**config.mk**
```make
export PLATFORM = sky130hd
export DESIGN_NAME = uart_tx_packetizer
export DESIGN_NICKNAME = d
export VERILOG_FILES = /design/src/rtl/uart_tx_packetizer.sv
export SDC_FILE = /design/constraint.sdc
export NUM_CORES = 1
export LEC_CHECK = 0
export BUFFER_PORTS_ARGS = -buffer_cell sky130_fd_sc_hd__buf_2
export CORE_ASPECT_RATIO = 1.1
export CORE_MARGIN = 4
export CORE_UTILIZATION = 55
export CTS_CLUSTER_DIAMETER = 30
export DETAILED_ROUTE_END_ITERATION = 8
export PLACE_DENSITY_LB_ADDON = 0.12
export SLEW_MARGIN = 20
export SYNTH_ARGS = -nofsm -noshare
export SYNTH_HDL_FRONTEND = slang
export SYNTH_SLANG_ARGS = --single-unit
```
**constraint.sdc**
```tcl
create_clock -name clk_100 -period 4 [get_ports clk_100]
set_input_delay 0.8 -clock clk_100 [delete_from_list [all_inputs] [get_ports clk_100]]
set_output_delay 0.8 -clock clk_100 [all_outputs]
set_load 0.03 [all_outputs]
```
**src/rtl/uart_tx_packetizer.sv**
```systemverilog
`default_nettype none
// +----------------------------------------------------------------------------+
// | Module      : uart_tx_packetizer                                           |
// | Description : Packs serial readback bits MSB-first into bytes, buffers     |
// |               them in a byte FIFO and emits framed packets                 |
// |               (HEADER, LEN, payload, XOR checksum) through an              |
// |               async_transmitter start/data/busy handshake.                 |
// | Ports       : clk_100    - system clock (only clock)                       |
// |               Reset      - asynchronous active-high reset                  |
// |               bit_valid  - bit_in is sampled this cycle                    |
// |               bit_in     - serial readback data bit                        |
// |               flush      - one-cycle request to send buffered data now     |
// |               tx_busy    - TxD_busy from the transmitter                   |
// |               tx_start   - one-cycle TxD_start pulse                       |
// |               tx_data    - TxD_data, held from tx_start to byte end        |
// |               fifo_count - bytes currently buffered                        |
// |               overflow   - sticky: a byte was dropped on a full FIFO       |
// |               sending    - a packet is in progress                         |
// | Revision    : 1.0 - initial release                                        |
// +----------------------------------------------------------------------------+
module uart_tx_packetizer #(
  parameter int         MAX_PAYLOAD = 16,
  parameter int         FIFO_DEPTH  = 32,
  parameter logic [7:0] HEADER      = 8'hA5
) (
  input  logic                          clk_100,
  input  logic                          Reset,
  input  logic                          bit_valid,
  input  logic                          bit_in,
  input  logic                          flush,
  input  logic                          tx_busy,
  output logic                          tx_start,
  output logic [7:0]                    tx_data,
  output logic [$clog2(FIFO_DEPTH):0]   fifo_count,
  output logic                          overflow,
  output logic                          sending
);

  localparam int c_AW = $clog2(FIFO_DEPTH);
  localparam int c_CW = c_AW + 1;
  localparam logic [c_CW-1:0] c_DEPTH_CNT = c_CW'(FIFO_DEPTH);
  localparam logic [c_CW-1:0] c_MAX_CNT   = c_CW'(MAX_PAYLOAD);

  typedef enum logic [2:0] {
    ST_IDLE = 3'd0,
    ST_HDR  = 3'd1,
    ST_LEN  = 3'd2,
    ST_DATA = 3'd3,
    ST_CSUM = 3'd4
  } state_t;

  typedef enum logic [1:0] {
    PH_SEND    = 2'd0,
    PH_WAIT_HI = 2'd1,
    PH_WAIT_LO = 2'd2
  } phase_t;

  state_t            r_state;
  phase_t            r_phase;
  logic [7:0]        r_shift;
  logic [2:0]        r_bit_cnt;
  logic              r_flush_pending;
  logic [7:0]        r_mem [FIFO_DEPTH];
  logic [c_AW-1:0]   r_wr_ptr;
  logic [c_AW-1:0]   r_rd_ptr;
  logic [7:0]        r_len;
  logic [7:0]        r_remaining;
  logic [7:0]        r_csum;

  logic [7:0]        w_shift_next;
  logic [3:0]        w_bits;
  logic              w_push;
  logic [7:0]        w_push_byte;
  logic              w_flush_set;
  logic              w_full;
  logic              w_pop;
  logic              w_wr_en;
  logic [c_CW-1:0]   w_len_cnt;
  logic              w_launch;
  logic              w_launch_clear;
  logic [7:0]        w_rd_byte;

  // Packer: the incoming bit (if any) is shifted in before a flush pads the
  // partial byte, so a flush on the 8th bit yields one full byte and no pad.
  always_comb begin
    w_shift_next = bit_valid ? {r_shift[6:0], bit_in} : r_shift;
    w_bits       = bit_valid ? ({1'b0, r_bit_cnt} + 4'd1) : {1'b0, r_bit_cnt};
    w_push       = 1'b0;
    w_push_byte  = w_shift_next;
    if (w_bits == 4'd8) begin
      w_push = 1'b1;
    end else if (flush && (w_bits != 4'd0)) begin
      // Left-justify the received bits; unfilled LSBs become 0.
      w_push      = 1'b1;
      w_push_byte = w_shift_next << (4'd8 - w_bits);
    end
  end

  // A flush with nothing packed and nothing buffered has no effect.
  assign w_flush_set = flush && (w_push || (fifo_count != '0));

  assign w_full    = (fifo_count == c_DEPTH_CNT);
  assign w_pop     = (r_state == ST_DATA) && (r_phase == PH_SEND) && !tx_busy;
  // A simultaneous pop frees a slot, so a push into a full FIFO is still taken.
  assign w_wr_en   = w_push && (!w_full || w_pop);
  assign w_rd_byte = r_mem[r_rd_ptr];

  assign w_len_cnt = (fifo_count >= c_MAX_CNT) ? c_MAX_CNT : fifo_count;
  assign w_launch  = (r_state == ST_IDLE) &&
                     ((fifo_count >= c_MAX_CNT) ||
                      (r_flush_pending && (fifo_count != '0)));
  // Pending survives a launch that leaves bytes behind, giving back-to-back packets.
  assign w_launch_clear = w_launch && (w_len_cnt == fifo_count);

  always_ff @(posedge clk_100 or posedge Reset) begin
    if (Reset) begin
      r_shift         <= 8'd0;
      r_bit_cnt       <= 3'd0;
      r_flush_pending <= 1'b0;
    end else begin
      if (w_push) begin
        r_shift   <= 8'd0;
        r_bit_cnt <= 3'd0;
      end else begin
        r_shift   <= w_shift_next;
        r_bit_cnt <= w_bits[2:0];
      end
      // A new flush wins over a launch-time clear: its byte is not in LEN.
      if (w_flush_set) begin
        r_flush_pending <= 1'b1;
      end else if (w_launch_clear) begin
        r_flush_pending <= 1'b0;
      end
    end
  end

  // FIFO storage carries no reset; only pointers and count are cleared.
  always_ff @(posedge clk_100) begin
    if (w_wr_en) begin
      r_mem[r_wr_ptr] <= w_push_byte;
    end
  end

  always_ff @(posedge clk_100 or posedge Reset) begin
    if (Reset) begin
      r_wr_ptr   <= '0;
      r_rd_ptr   <= '0;
      fifo_count <= '0;
      overflow   <= 1'b0;
    end else begin
      if (w_wr_en) begin
        r_wr_ptr <= r_wr_ptr + 1'b1;
      end
      if (w_pop) begin
        r_rd_ptr <= r_rd_ptr + 1'b1;
      end
      case ({w_wr_en, w_pop})
        2'b10:   fifo_count <= fifo_count + 1'b1;
        2'b01:   fifo_count <= fifo_count - 1'b1;
        default: fifo_count <= fifo_count;
      endcase
      if (w_push && !w_wr_en) begin
        overflow <= 1'b1;
      end
    end
  end

  // Packet sequencer with per-byte SEND / WAIT_HI / WAIT_LO handshake.
  always_ff @(posedge clk_100 or posedge Reset) begin
    if (Reset) begin
      r_state     <= ST_IDLE;
      r_phase     <= PH_SEND;
      r_len       <= 8'd0;
      r_remaining <= 8'd0;
      r_csum      <= 8'd0;
      tx_start    <= 1'b0;
      tx_data     <= 8'd0;
      sending     <= 1'b0;
    end else begin
      tx_start <= 1'b0;
      if (r_state == ST_IDLE) begin
        if (w_launch) begin
          r_len       <= 8'(w_len_cnt);
          r_remaining <= 8'(w_len_cnt);
          r_state     <= ST_HDR;
          r_phase     <= PH_SEND;
          sending     <= 1'b1;
        end
      end else begin
        case (r_phase)
          PH_SEND: begin
            if (!tx_busy) begin
              tx_start <= 1'b1;
              r_phase  <= PH_WAIT_HI;
              case (r_state)
                ST_HDR: tx_data <= HEADER;
                ST_LEN: begin
                  tx_data <= r_len;
                  r_csum  <= r_len;
                end
                ST_DATA: begin
                  tx_data     <= w_rd_byte;
                  r_csum      <= r_csum ^ w_rd_byte;
                  r_remaining <= r_remaining - 8'd1;
                end
                ST_CSUM: tx_data <= r_csum;
                default: tx_data <= tx_data;
              endcase
            end
          end
          PH_WAIT_HI: begin
            if (tx_busy) begin
              r_phase <= PH_WAIT_LO;
            end
          end
          PH_WAIT_LO: begin
            if (!tx_busy) begin
              r_phase <= PH_SEND;
              case (r_state)
                ST_HDR:  r_state <= ST_LEN;
                ST_LEN:  r_state <= ST_DATA;
                ST_DATA: begin
                  if (r_remaining == 8'd0) begin
                    r_state <= ST_CSUM;
                  end
                end
                ST_CSUM: begin
                  r_state <= ST_IDLE;
                  sending <= 1'b0;
                end
                default: r_state <= ST_IDLE;
              endcase
            end
          end
          default: r_phase <= PH_SEND;
        endcase
      end
    end
  end

endmodule
`default_nettype wire
```
==> results_dict.tcl, run 1 <==
set metrics [dict create \
    status "complete, no violations" \
    ys_ff_latch 322 \
    final_antenna_net_count 0 \
    start_util_pct 56.1 \
    cts_root_buf "clkbuf_16" \
    cp-start-kind "register" \
    cap_violations 0 \
    rsz0062_at_grt "no" \
    yosysMostFrequentCell "edfxtp_1" \
    synth_ff_type "edfxtp_1" \
    core-area_um2 24500 \
    antenna_found_initial 0 \
    fmax_mhz 289 \
    cp.required_ps 4440 \
    ys_seq_area_share_pct 67.8 \
    hpwl_um 20300 \
    hold_viol 0 \
    grt_max_degree 47 \
    crit_buf_inv 1 \
    clock_path_buffers 3 \
    rows 60 \
    period_needed_ps 3460 \
    ctsHtreeMaxLevel 2 \
    syn-mean-instance-area_um2 15.6 \
    hp-class "input port to asynchronous set/reset pin" \
    fin_nets 998 \
    yosysWarnings 0 \
    first_pass_iters 4 \
    drtIter0Drc 783 \
    relSlewSlack_pct 39.2 \
    viasPerCell 6.15 \
    dieArea_um2 27700 \
    worstSkewPairLatency_ps 560 \
    yosysTopAreaCell "edfxtp_1" \
    ir_drop_mv 0.585 \
    crit_family "compound AO/OA/AOI/OAI gates" \
    synthToLayoutAreaGrowth_pct 19.2 \
    gp_congestion 0.867 \
    async_reset_ff_share_pct 20.5 \
    vias 8210 \
    grt_overflow 0 \
    stdcell_count 1334 \
    synth_nets 906 \
    port_buffers 22 \
    die-width_um 159 \
    register_area_um2 9340 \
    whs_ps 447 \
    setup_viol 0 \
    critPathCaptureType "register" \
    synth.distinct_cells 66 \
    fp.dieH_um 174 \
    cts_tree "yes" \
    syn-instance-count 886 \
    synth-edff-count 256 \
    grt_usage_pct 23.0 \
    post-cts-setup-buffer-count 0 \
    period_share_pct 86.5 \
    syn_area_um2 13800 \
    clock_sinks 322 \
    worst_slew_pin_slew_ps 911 \
    path_max_fanout 6 \
    io_pins 23 \
    critical_path_arrival_ps 3900 \
    drive_gt1_share_pct 25.4 \
    critPathMaxStageDelay_ps 430 \
    grt_pass1_vias 8539 \
    crit_top_cell "ha_1" \
    numCtsBuffers 54 \
    leakage_nw 6.03 \
    multi_input_area_um2 4200 \
    final_util_pct 66.9 \
    drc 0 \
    p_per_area_nw_per_um2 762 \
    synthTopCellsByArea "edfxtp_1 (56%), dfrtp_1 (12%), mux4_2 (8.3%)" \
    yosys-top-cells-count "edfxtp_1 (256), nor2_1 (86), dfrtp_1 (66)" \
    grt_pass1_wl_um 49400 \
    holdBufCountCts 0 \
    finClkSkew_ps 21.4 \
    worstPathCellList "ha_1 > mux2i_1 > ha_1 > a31oi_1 > or3_4 > inv_1 > ha_1 > a21o_2 > a21oi_1 > o21ai_0 > or2_2 > a31o_2" \
    yosys.area.top_type_share_pct 55.8 \
    drt_wl_total_um 31500 \
    cts-resized-gates 0 \
    crit_type "register to register" \
    setup-tns-final_ps 0 \
    maxSlewViolCount 0 \
    diodes 0 \
    post_drt_wl_per_cell_um 23.6 \
    placed_cells 1232 \
    cpMaxStageDelayCell "dfrtp_1" \
    nFillCells 1691 \
    clkTransAtPathRegs_ps 50 \
]
## registers in the layout, summed over array words and instances, names as in the netlist, 6 cells and up
| register | flops |
|---|---|
| r_mem | 256 |
| r_csum | 8 |
| fifo_count | 6 |
| r_remaining | 8 |
| tx_data | 8 |
| r_shift | 8 |
| r_len | 6 |
## layer usage
layer,up-vias,part of all wire (%),track usage [%]
li1,3663,-,-
met1,4227,40,29.7
met2,258,52,40.5
met3,62,5.1,3.65
met4,0,2.6,6.98
met5,-,0,0
## kinds of logic after synthesis
family / count (synthesis) / synth area share, %
multiplexers: 108 / 12.6
adder cells (fa/ha/maj): 14 / 1.33
buffers and inverters: 64 / 2.36
AND/OR/NAND/NOR: 201 / 6.91
AO/OA/AOI/OAI: 160 / 7.94
flip-flops: 322 / 67.8
XOR/XNOR: 17 / 1.08
## path summary, 6_finish.rpt
| check | depth (start not counted) | start | endpoint | slack (ps) |
|---|---|---|---|---|
| max | 12 | r_bit_cnt[1] | fifo_count[5] | 540 |
| min | 2 | Reset | r_shift[1] | 450 |
| max reg2reg | 12 | r_bit_cnt[1] | fifo_count[5] | 540 |
| min reg2reg | 1 | overflow | overflow | 470 |
| max in group asynchronous | 3 | Reset | sending | 2640 |
| min in group clk_100 | 1 | overflow | overflow | 470 |
## metrics by stage
stage                     instance area [um2]  setup slack [ps]  total power [mW]
after CTS                               16400               543              12.6
after global placement                  14600               430              7.82
final                                   16400               538              12.5
after detailed placement                14600               289              7.94
after global routing                    16400               275              13.1
after floorplan                         13800              -368              6.94
## power by group
group,total [mW],internal (mW),switching [mW]
Clock,4.64,2.95,1.68
Combinational,3.29,1.40,1.89
Sequential,4.60,4.07,0.527
## layout by cell type (no fill, tap or decap), types with 9 or more instances in the layout
cell type	n
edfxtp_1	256
nor2_1	86
dfrtp_1	65
buf_4	61
clkbuf_16	55
mux4_2	51
mux2i_1	51
nand2_1	51
a21oi_1	44
buf_2	22
a22oi_1	20
o21ai_0	19
xnor2_1	15
inv_1	15
o221ai_1	14
ha_1	13
nor3_1	10
nand3_1	9
nor2b_1	9
## area by class of cell
class | instances | area share [%]
timing repair buffer | 83 | 3.46
clock inverter | 45 | 2.91
clock buffer | 57 | 8.43
multi-input combinational | 500 | 25.6
sequential | 322 | 56.9
inverter | 17 | 0.389
tap | 310 | 2.36
No activity file was read; power rests on OpenSTA's default activity.
==> inputs of run 2 (changes only) <==
CELL_PAD_IN_SITES_DETAIL_PLACEMENT = 1   (was unset)
CELL_PAD_IN_SITES_GLOBAL_PLACEMENT = 1   (was unset)
CORE_UTILIZATION = 48   (was 55)
==> run 2 against run 1 <==
Clock power increased by 12%. Worst setup slack got worse by 280 ps. Sequential power decreased by 2%. Critical path type unchanged. First-iteration DRC count increased by 7.0%. Combinational power increased by 9.1%. Sequential cell count unchanged. Utilization decreased by 7.0 points. Design area increased by 2.2%.
==> results_dict.tcl, run 2 (synthesized netlist as in run 1, its figures left out) <==
set metrics [dict create \
    final_util_pct 59.9 \
    post_drt_wl_per_cell_um 25.5 \
    port_buffers 22 \
    final_antenna_net_count 0 \
    grt_max_degree 35 \
    setup_slack_ps 255 \
    first_pass_iters 5 \
    hold_viol 0 \
    r2r_setup_slack_ps 250 \
    layout_commonest_cell "edfxtp_1" \
    cts-resized-gates 0 \
    critPathMaxStageDelay_ps 430 \
    io_pins 23 \
    gp_congestion 0.865 \
    path_max_fanout 6 \
    fmax_mhz 267 \
    vias 8394 \
    leakage_nw 6.18 \
    fp.dieH_um 186 \
    viasPerCell 5.98 \
    fin_nets 1007 \
    maxSlewViolCount 0 \
    clock_path_buffers 3 \
    crit_top_cell "ha_1" \
    cap_violations 0 \
    post-place-ws_ps 103 \
    period_needed_ps 3750 \
    status "complete, no violations" \
    crit_type "register to register" \
    clkTransAtPathRegs_ps 50 \
    r2r_start "r_bit_cnt[1]" \
    finClkSkew_ps 20.8 \
    p_per_area_nw_per_um2 794 \
    setup_viol 0 \
    multi_input_area_um2 4200 \
    worstPathCellList "ha_1 > mux2i_1 > ha_1 > nand2_1 > nor3_1 > or3_4 > inv_1 > ha_1 > a21o_2 > a21oi_1 > o21ai_0 > or2_2 > a31o_2" \
    hpwl_um 22800 \
    reg2regPathDepth 13 \
    start_util_pct 49.2 \
    cpMaxStageDelayCell "dfrtp_1" \
    numCtsBuffers 61 \
    worst_slew_pin_slew_ps 824 \
    worstSkewPairLatency_ps 580 \
    diodes 0 \
    critical_path_arrival_ps 4200 \
    rows 64 \
    drt_wl_total_um 35800 \
    cp.required_ps 4450 \
    critical_path.endpoint "fifo_count[5]" \
    critPathCaptureType "register" \
    period_share_pct 93.6 \
    largest_register_ffs 256 \
    final_cell_mix "edfxtp_1 (256), nor2_1 (86), dfrtp_1 (65)" \
    timing.critical_path.from "r_bit_cnt[1]" \
    die-width_um 170 \
    top_register "r_mem" \
    post-cts-setup-buffer-count 0 \
    drtIter0Drc 838 \
    nFillCells 2610 \
    relSlewSlack_pct 45.0 \
    drc 0 \
    holdBufCountCts 0 \
    rsz0062_at_grt "no" \
    grt_pass1_wl_um 55700 \
    grt_usage_pct 23.3 \
    register_area_um2 9340 \
    placed_cells 1287 \
    cts_tree "yes" \
    ctsHtreeMaxLevel 2 \
    hp-class "input port to asynchronous set/reset pin" \
    grt_overflow 0 \
    dieArea_um2 31500 \
    core-area_um2 28000 \
    clock_sinks 322 \
    setup-tns-final_ps 0 \
    r2r_end "fifo_count[5]" \
    antenna_found_initial 1 \
    ir_drop_mv 0.512 \
    grt_pass1_vias 9277 \
    stdcell_count 1403 \
    drive_gt1_share_pct 26.8 \
    cp-start-kind "register" \
    synthToLayoutAreaGrowth_pct 21.9 \
    cts_root_buf "clkbuf_16" \
]
run 2: changes by cell type in the layout (fill, tap and decap cells not counted):
cell,delta
inv_16,-1
clkbuf_1,+1
clkbuf_8,+2
clkbuf_16,+8
clkinv_1,-4
inv_8,+3
buf_4,+1
clkinv_4,+3
inv_6,+3
buf_12,+1
clkinvlp_4,-1
run 2: stage by stage:
step           instance area (um2)  hold slack, ps  power (mW)
5_1_grt                      16800             436        13.9
2_1_floorplan                13800             454        6.94
3_5_place_dp                 14700             467        8.13
6_report                     16800             394        13.3
4_1_cts                      16800             397        13.4
3_3_place_gp                 14700             459        7.98
run 2: cell type report:
class	count	share of cell area [%]
Timing Repair Buffer	85	3.55
Multi-Input combinational cell	500	25.0
Clock buffer	68	9.62
Clock inverter	48	3.11
Inverter	17	0.380
Sequential cell	322	55.6
Tap cell	363	2.70
run 2: worst min path at each step:
stage / startpoint / to / slack [ps] / cells past startpoint
3_5_place_dp: overflow / overflow / 470 / 1
3_3_place_gp: overflow / overflow / 460 / 1
6_report: Reset / overflow / 390 / 2
2_1_floorplan: r_flush_pending / r_flush_pending / 450 / 2
5_1_grt: Reset / overflow / 440 / 2
4_1_cts: Reset / r_wr_ptr[0] / 400 / 2
run 2: layer usage:
layer  up-vias  wire (um)  track usage, %
met5         -         13               0
met3        75       1900            3.82
met4         2        823            6.44
met2       247      18100            39.8
met1      4384      14900            31.4
li1       3686          -               -
run 2: critical path, delay by kind of cell, from the launching register on:
family	cells	cell delay, ps
AND/OR/NAND/NOR	4	1050
adder cells (fa/ha/maj)	3	930
AO/OA/AOI/OAI	4	890
flip-flops	1	430
multiplexers	1	210
buffers and inverters	1	110
run 2: power breakdown:
group | internal, mW | leakage, nW | switching (mW)
Combinational | 1.44 | 1.95 | 2.15
Sequential | 4.07 | 3.19 | 0.459
Clock | 3.36 | 1.04 | 1.85
